$ cat src/rtl/mesh_credit_wormhole_node.sv
// -----------------------------------------------------------------------------
// mesh_credit_wormhole_node
//   Five-port 2D-mesh wormhole router node with credit-based flow control.
//   Every input owns a flit FIFO and an XY (column-first) route register.
//   Every output owns an allocator that locks the output to one input for a
//   whole packet, a credit counter that tracks free downstream slots, and a
//   registered flit stage.
//
//   Port index: 0 LOCAL, 1 NORTH, 2 EAST, 3 SOUTH, 4 WEST.
//   Flit layout: [FLIT_W-1:FLIT_W-2] = id (01 HEAD, 00 BODY, 10 TAIL,
//   11 HEAD_TAIL), [FLIT_DATA_W-1:0] = payload. In a head flit the payload
//   starts with dest_row in the low bits, followed by dest_col.
//
// Ports
//   clk_i            clock
//   rst_i            asynchronous active-high reset
//   in_chan_data_i   input flits, port p at [p*FLIT_W +: FLIT_W]
//   in_chan_vld_i    per-input flit write strobe
//   in_chan_crd_o    per-input credit-return pulse (a flit left the FIFO)
//   out_chan_data_o  registered output flits, port p at [p*FLIT_W +: FLIT_W]
//   out_chan_vld_o   registered output flit valid
//   out_chan_crd_i   per-output credit-return pulse from downstream
//   err_ovf_o        sticky per-input FIFO overflow flag
// -----------------------------------------------------------------------------
module mesh_credit_wormhole_node #(
   parameter int FLIT_DATA_W = 8,
   parameter int ROW_ADDR_W  = 2,
   parameter int COL_ADDR_W  = 2,
   parameter int ROW_CORD    = 1,
   parameter int COL_CORD    = 1,
   parameter int BUF_DEPTH_W = 2,
   parameter int CREDITS     = 4,
   parameter int ARB_TYPE    = 1
) (
   input  logic                           clk_i,
   input  logic                           rst_i,
   input  logic [5*(FLIT_DATA_W+2)-1:0]   in_chan_data_i,
   input  logic [4:0]                     in_chan_vld_i,
   output logic [4:0]                     in_chan_crd_o,
   output logic [5*(FLIT_DATA_W+2)-1:0]   out_chan_data_o,
   output logic [4:0]                     out_chan_vld_o,
   input  logic [4:0]                     out_chan_crd_i,
   output logic [4:0]                     err_ovf_o
);

   localparam int FLIT_W = FLIT_DATA_W + 2;
   localparam int NP     = 5;
   localparam int DEPTH  = 1 << BUF_DEPTH_W;
   localparam int CRD_W  = $clog2(CREDITS + 1);

   localparam logic [CRD_W-1:0]       CRD_MAX  = CRD_W'(CREDITS);
   localparam logic [BUF_DEPTH_W:0]   CNT_FULL = (BUF_DEPTH_W+1)'(DEPTH);
   localparam logic [ROW_ADDR_W-1:0]  MY_ROW   = ROW_ADDR_W'(ROW_CORD);
   localparam logic [COL_ADDR_W-1:0]  MY_COL   = COL_ADDR_W'(COL_CORD);

   typedef enum logic [2:0] {
      P_LOCAL = 3'd0,
      P_NORTH = 3'd1,
      P_EAST  = 3'd2,
      P_SOUTH = 3'd3,
      P_WEST  = 3'd4
   } port_e;

   // ---------------- state ----------------
   logic [FLIT_W-1:0]      fifo_mem_q [NP][DEPTH];
   logic [BUF_DEPTH_W-1:0] rd_ptr_q   [NP];
   logic [BUF_DEPTH_W-1:0] wr_ptr_q   [NP];
   logic [BUF_DEPTH_W:0]   cnt_q      [NP];
   logic [BUF_DEPTH_W:0]   cnt_d      [NP];
   logic [NP-1:0]          ovf_q;
   port_e                  route_q    [NP];

   logic [NP-1:0]          lock_vld_q, lock_vld_d;
   logic [2:0]             lock_own_q [NP];
   logic [2:0]             lock_own_d [NP];
   logic [2:0]             rr_ptr_q   [NP];
   logic [2:0]             rr_ptr_d   [NP];
   logic [CRD_W-1:0]       credit_q   [NP];
   logic [CRD_W-1:0]       credit_d   [NP];
   logic [NP-1:0]          out_vld_q;
   logic [FLIT_W-1:0]      out_data_q [NP];

   // ---------------- per-input combinational view ----------------
   logic [FLIT_W-1:0]      head       [NP];
   logic [ROW_ADDR_W-1:0]  dest_row   [NP];
   logic [COL_ADDR_W-1:0]  dest_col   [NP];
   port_e                  route_comb [NP];
   port_e                  route_eff  [NP];
   logic [NP-1:0]          not_empty, full, is_head, is_tail;
   logic [NP-1:0]          wr_ok, ovf_set, pop;

   // ---------------- per-output combinational view ----------------
   logic [NP-1:0]          req        [NP];
   logic [NP-1:0]          gnt_vld, xfer;
   logic [2:0]             gnt_idx    [NP];
   logic [2:0]             own        [NP];

   // FIFO head decode and XY route. Body/tail flits follow the route latched
   // when their packet's head flit left the FIFO.
   always_comb begin
      for (int i = 0; i < NP; i++) begin
         head[i]      = fifo_mem_q[i][rd_ptr_q[i]];
         not_empty[i] = (cnt_q[i] != '0);
         full[i]      = (cnt_q[i] == CNT_FULL);
         is_head[i]   = head[i][FLIT_W-2];   // 01 or 11
         is_tail[i]   = head[i][FLIT_W-1];   // 10 or 11
         dest_row[i]  = head[i][ROW_ADDR_W-1:0];
         dest_col[i]  = head[i][ROW_ADDR_W +: COL_ADDR_W];
         if (dest_col[i] > MY_COL)      route_comb[i] = P_EAST;
         else if (dest_col[i] < MY_COL) route_comb[i] = P_WEST;
         else if (dest_row[i] > MY_ROW) route_comb[i] = P_SOUTH;
         else if (dest_row[i] < MY_ROW) route_comb[i] = P_NORTH;
         else                           route_comb[i] = P_LOCAL;
         route_eff[i] = is_head[i] ? route_comb[i] : route_q[i];
      end
   end

   // Allocation and transfer per output. A locked output serves only its
   // owner; an unlocked one grants among head flits routed to it. With
   // ARB_TYPE 0 the search always starts at input 0 (static priority).
   always_comb begin
      int start;
      // NOTE: every combinational output gets a default before any branch;
      // a path that leaves one unassigned would infer a latch.
      start = 0;
      for (int o = 0; o < NP; o++) begin
         gnt_vld[o] = 1'b0;
         gnt_idx[o] = '0;
         for (int i = 0; i < NP; i++)
            req[o][i] = not_empty[i] && is_head[i] && (route_comb[i] == port_e'(o));
         start = (ARB_TYPE == 1) ? int'(rr_ptr_q[o]) : 0;
         if (!lock_vld_q[o]) begin
            for (int k = 0; k < NP; k++) begin
               if (!gnt_vld[o] && req[o][(start + k) % NP]) begin
                  gnt_vld[o] = 1'b1;
                  gnt_idx[o] = 3'((start + k) % NP);
               end
            end
         end
         own[o]  = lock_vld_q[o] ? lock_own_q[o] : gnt_idx[o];
         xfer[o] = (lock_vld_q[o] || gnt_vld[o]) && not_empty[own[o]] &&
                   (route_eff[own[o]] == port_e'(o)) && (credit_q[o] != '0);
      end
   end

   // Input side: pop, write acceptance, overflow, occupancy.
   always_comb begin
      for (int i = 0; i < NP; i++) begin
         pop[i] = 1'b0;
         for (int o = 0; o < NP; o++)
            if (xfer[o] && (own[o] == 3'(i))) pop[i] = 1'b1;
         // A same-cycle pop frees a slot, so a write into a full FIFO is legal.
         wr_ok[i]   = in_chan_vld_i[i] && (!full[i] || pop[i]);
         ovf_set[i] = in_chan_vld_i[i] && full[i] && !pop[i];
         case ({wr_ok[i], pop[i]})
            2'b10:   cnt_d[i] = cnt_q[i] + 1'b1;
            2'b01:   cnt_d[i] = cnt_q[i] - 1'b1;
            default: cnt_d[i] = cnt_q[i];
         endcase
      end
   end

   // Output side: lock, round-robin pointer and credit next state.
   always_comb begin
      for (int o = 0; o < NP; o++) begin
         lock_vld_d[o] = lock_vld_q[o];
         lock_own_d[o] = lock_own_q[o];
         rr_ptr_d[o]   = rr_ptr_q[o];
         credit_d[o]   = credit_q[o];
         if (gnt_vld[o]) begin
            lock_vld_d[o] = 1'b1;
            lock_own_d[o] = gnt_idx[o];
            rr_ptr_d[o]   = (gnt_idx[o] == 3'd4) ? 3'd0 : gnt_idx[o] + 3'd1;
         end
         // Tail leaving wins over a same-cycle grant (HEAD_TAIL case).
         if (xfer[o] && is_tail[own[o]]) lock_vld_d[o] = 1'b0;
         // Simultaneous spend and return cancel; returns beyond CREDITS are dropped.
         if (xfer[o] && !out_chan_crd_i[o])
            credit_d[o] = credit_q[o] - CRD_W'(1);
         else if (!xfer[o] && out_chan_crd_i[o] && (credit_q[o] != CRD_MAX))
            credit_d[o] = credit_q[o] + CRD_W'(1);
      end
   end

   // NOTE: state registers use non-blocking assignments so every flop samples
   // the pre-edge values regardless of statement order.
   always_ff @(posedge clk_i or posedge rst_i) begin
      if (rst_i) begin
         for (int i = 0; i < NP; i++) begin
            rd_ptr_q[i]   <= '0;
            wr_ptr_q[i]   <= '0;
            cnt_q[i]      <= '0;
            route_q[i]    <= P_LOCAL;
            lock_own_q[i] <= '0;
            rr_ptr_q[i]   <= '0;
            credit_q[i]   <= CRD_MAX;
            out_data_q[i] <= '0;
         end
         ovf_q      <= '0;
         lock_vld_q <= '0;
         out_vld_q  <= '0;
      end else begin
         for (int i = 0; i < NP; i++) begin
            if (wr_ok[i]) wr_ptr_q[i] <= wr_ptr_q[i] + 1'b1;
            if (pop[i])   rd_ptr_q[i] <= rd_ptr_q[i] + 1'b1;
            cnt_q[i] <= cnt_d[i];
            if (pop[i] && is_head[i]) route_q[i] <= route_comb[i];
         end
         ovf_q <= ovf_q | ovf_set;
         for (int o = 0; o < NP; o++) begin
            lock_own_q[o] <= lock_own_d[o];
            rr_ptr_q[o]   <= rr_ptr_d[o];
            credit_q[o]   <= credit_d[o];
            if (xfer[o]) out_data_q[o] <= head[own[o]];
         end
         lock_vld_q <= lock_vld_d;
         out_vld_q  <= xfer;
      end
   end

   // NOTE: FIFO storage has no reset; emptiness comes from the reset pointers
   // and count, so stale entries are never read.
   always_ff @(posedge clk_i) begin
      for (int i = 0; i < NP; i++)
         if (wr_ok[i]) fifo_mem_q[i][wr_ptr_q[i]] <= in_chan_data_i[i*FLIT_W +: FLIT_W];
   end

   for (genvar o = 0; o < NP; o++) begin : g_out
      assign out_chan_data_o[o*FLIT_W +: FLIT_W] = out_data_q[o];
   end

   assign out_chan_vld_o = out_vld_q;
   assign in_chan_crd_o  = pop;
   assign err_ovf_o      = ovf_q;

endmodule

$ cat config.mk
export PLATFORM = sky130hd
export DESIGN_NAME = mesh_credit_wormhole_node
export DESIGN_NICKNAME = d
export VERILOG_FILES = /design/src/rtl/mesh_credit_wormhole_node.sv
export SDC_FILE = /design/constraint.sdc
export NUM_CORES = 1
export LEC_CHECK = 0
export CAP_MARGIN = 5
export CORE_MARGIN = 4
export CORE_UTILIZATION = 43
export CTS_CLUSTER_DIAMETER = 60
export DETAILED_ROUTE_END_ITERATION = 10
export PLACE_DENSITY = 0.62
export REMOVE_ABC_BUFFERS = 1
export SLEW_MARGIN = 20
export SYNTH_ARGS = -nofsm -noshare
export SYNTH_HDL_FRONTEND = slang
export SYNTH_SLANG_ARGS = --single-unit
$ cat constraint.sdc
create_clock -name clk_i -period 18.9 [get_ports clk_i]
set_input_delay 1.89 -clock clk_i [delete_from_list [all_inputs] [get_ports clk_i]]
set_output_delay 1.89 -clock clk_i [all_outputs]
set_load 0.005 [all_outputs]
==> key figures <==
Status
  – Status: finished clean

Logic synthesis
  – Synth Flop Type: edfxtp_1
  – Sequential area share after synthesis: 0.369
  – Synth warnings: 0
  – Post-synthesis cell type count: 128
  – Yosys reg bits: 360
  – Synthesized netlist cell count: between 2,000 and 3,000
  – Synth Area per Inst: 9.83 µm²
  – Number of enable flip-flop cells after synthesis: 200
  – FFs w/ async S/R, synth: 0.444
  – Post-synthesis cell area: ~0.027 mm²

Worst setup path
  – CP peak stage delay: approximately 780 ps
  – Critical path peak fanout: 25
  – Startpoint types: flop
  – Slowest-stage cell, CP: nor2b_1
  – Element type at the critical path end: output pin
  – Worst setup path category: reg -> out
  – CP required: 17,010 ps
  – CP dominant cell by count: ha_1
  – WP data arrival: 8080 ps
  – Critical path cell sequence: clkinv_1, ha_1, inv_1, ha_1, nor3_1, o21ai_0, and2_1, inv_1, ha_1, nor2b_1, o32a_1, mux2i_1, a21oi_1, a21oi_1, o211ai_1, a22o_1, a22oi_2, buf_4, nor2b_1, nand4_1, nand4_2, clkdlybuf4s50_1

Floorplanning
  – Die Wd: 259 µm
  – DIE AREA: 0.0672 mm²
  – Cell Rows: 91
  – Die Y: 259 µm
  – Num ports: 127
  – Core Area: 0.0621 mm²
  – Initial core utilization: 0.437

STA
  – Final setup vio count: 0
  – Worst Tran Pin Value: between 1000 and 1500 ps
  – Final hold vios: 0
  – Crit share post-route: 0.527
  – Accumulated negative setup slack: 0 ps
  – Slew HR: 0.243
  – Final Skew: slightly above 50 ps
  – Min Tclk post-route: between 9000 and 10,000 ps
  – Final Slew Violations: 0
  – RSZ-0062 raised after global routing: false
  – Max Fclk: 100 MHz

Global route
  – GRT overflow: 0
  – Gr usage total: 0.240
  – Initial antenna violation count: 1
  – First-pass GRT wire length: 129 mm
  – Largest net degree at the start of global routing: between 60 and 70
  – Vias in the first global route: around 22,000

CTS
  – CTS tree: done
  – CTS root buffer: clkbuf_16
  – Post-CTS Hold Buffers: 0
  – Clock latency on the worst-skew pair: 600 ps
  – CTS H-tree lvls: 2
  – Setup bufs post-CTS: 0
  – Post-CTS sizing: 0
  – Clk sink count: 360
  – CTS buffer count: 44
  – Reg clk slew, reported paths: 60 ps
  – Max Root-Sink Buffers: 3

Detailed routing
  – DR iter-0 viols: 2,001
  – Routed wire per std cell: 22.3 µm
  – Vias per std cell: between 6 and 7
  – Pre-antenna DRT Iters: 6
  – Post-route ant nets: 0
  – Drt drc: 0
  – Post-Route WL: 82.9 mm
  – DR vias: 22,788

Cells and area
  – Commonest non-fill, non-tap cells in the layout: nand2_1, edfxtp_1, nor2_1
  – FILL cells: 5,587
  – # nets final: 3,040
  – Commonest non-fill, non-tap cell in the layout: nand2_1
  – Area grow syn2layout: 12.7%
  – Layout cells sized above 1: 0.115

Place
  – I/O Buffers: 126
  – Placer Congestion: 0.957
  – Post-DP HPWL: 61.6 mm

Worst hold path
  – HP Class: reg -> reg

Run
  – Max-cap viol count: 0
cells in the mapped netlist (all sizes together), types with 21 or more instances:
master / number / area (µm²)
nand2: 289 / 1100
o21a: 29 / 226
dfrtp: 155 / 3880
a32oi: 23 / 224
nand4: 23 / 150
nand3: 67 / 348
xnor2: 47 / 412
mux2i: 137 / 1370
a31oi: 39 / 244
mux2: 64 / 724
a21o: 30 / 225
nor2b: 42 / 263
ha: 129 / 1610
o31ai: 22 / 189
and2: 43 / 272
or3: 30 / 188
clkbuf: 66 / 248
nor3b: 21 / 158
buf: 58 / 330
a21oi: 127 / 662
a211oi: 31 / 250
mux4: 61 / 1370
a22oi: 23 / 178
nand2b: 56 / 358
and3: 28 / 175
or2: 26 / 163
o21ai: 95 / 498
edfxtp: 200 / 6010
o211ai: 51 / 383
inv: 155 / 584
nor4: 21 / 131
nor2: 170 / 641
nor3: 88 / 478
state kept, by name, indices dropped and copies added (netlist names):
signal	cells
cnt_q	15
route_q	15
wr_ptr_q	10
rr_ptr_q	15
fifo_mem_q	200
lock_vld_q	5
out_chan_data_o	50
out_chan_vld_o	5
lock_own_q	15
err_ovf_o	5
credit_q	15
rd_ptr_q	10
worst max-delay path, delay by kind of cell, from the launching register on:
family / cells / cell delay (ps)
and+or+nand+nor: 6 / 2110
DFF: 1 / 560
muxes: 1 / 240
buffers and inverters: 5 / 1600
adders and majority gates: 3 / 1090
AOI/OAI and AO/OA: 7 / 1860
cell families after synthesis:
family	Yosys count	share of synthesized area
adders and majority gates	141	0.0683
AOI/OAI and AO/OA	667	0.181
xor gates and xnor gates	57	0.0184
buffers and inverters	286	0.0438
muxes	262	0.128
and+or+nand+nor	988	0.192
DFF	360	0.369
layer usage:
| metal | GRT usage | share of wire |
|---|---|---|
| met4 | 0.0784 | 0.034 |
| met1 | 0.324 | 0.43 |
| met5 | 0 | 0 |
| met2 | 0.394 | 0.47 |
| met3 | 0.0443 | 0.070 |
stage by stage:
stage                util  instances  hold slack (ps)  worst slack, ps  area [µm²]
finish              0.493       3711              461             8930       30600
global route        0.493       3711              502             8230       30600
CTS                 0.493       3710              465             8970       30600
detailed placement  0.469       3628              455             9610       29100
global placement    0.469       3628              441             9930       29100
floorplan               -       2637              438            10770       26600
final cells by class:
cell class / count / area [µm²] / area share
Multi-Input combinational cell: 2115 / 16000 / 0.522
Sequential cell: 360 / 10000 / 0.327
Timing Repair Buffer: 154 / 1470 / 0.0481
Clock buffer: 49 / 1120 / 0.0366
Tap cell: 837 / 1050 / 0.0342
Inverter: 162 / 616 / 0.0201
Clock inverter: 33 / 360 / 0.0118
Antenna cell: 1 / 2.50 / 0.0000818
final timing paths:
| path | startpoint | to | slack, ps | cells after the start |
|---|---|---|---|---|
| max | rr_ptr_q[4] | in_chan_crd_o[4] | 8930 | 22 |
| min | err_ovf_o[2] | err_ovf_o[2] | 460 | 1 |
| max reg2reg | rr_ptr_q[12] | credit_q[13] | 10520 | 31 |
| min reg2reg | err_ovf_o[2] | err_ovf_o[2] | 460 | 1 |
| max in group asynchronous | rst_i | rd_ptr_q[6] | 15950 | 3 |
| min in group asynchronous | rst_i | err_ovf_o[4] | 1650 | 2 |
Power is not shown: default switching activity piles up to over one toggle a cycle in this logic, so the estimate is an artifact.
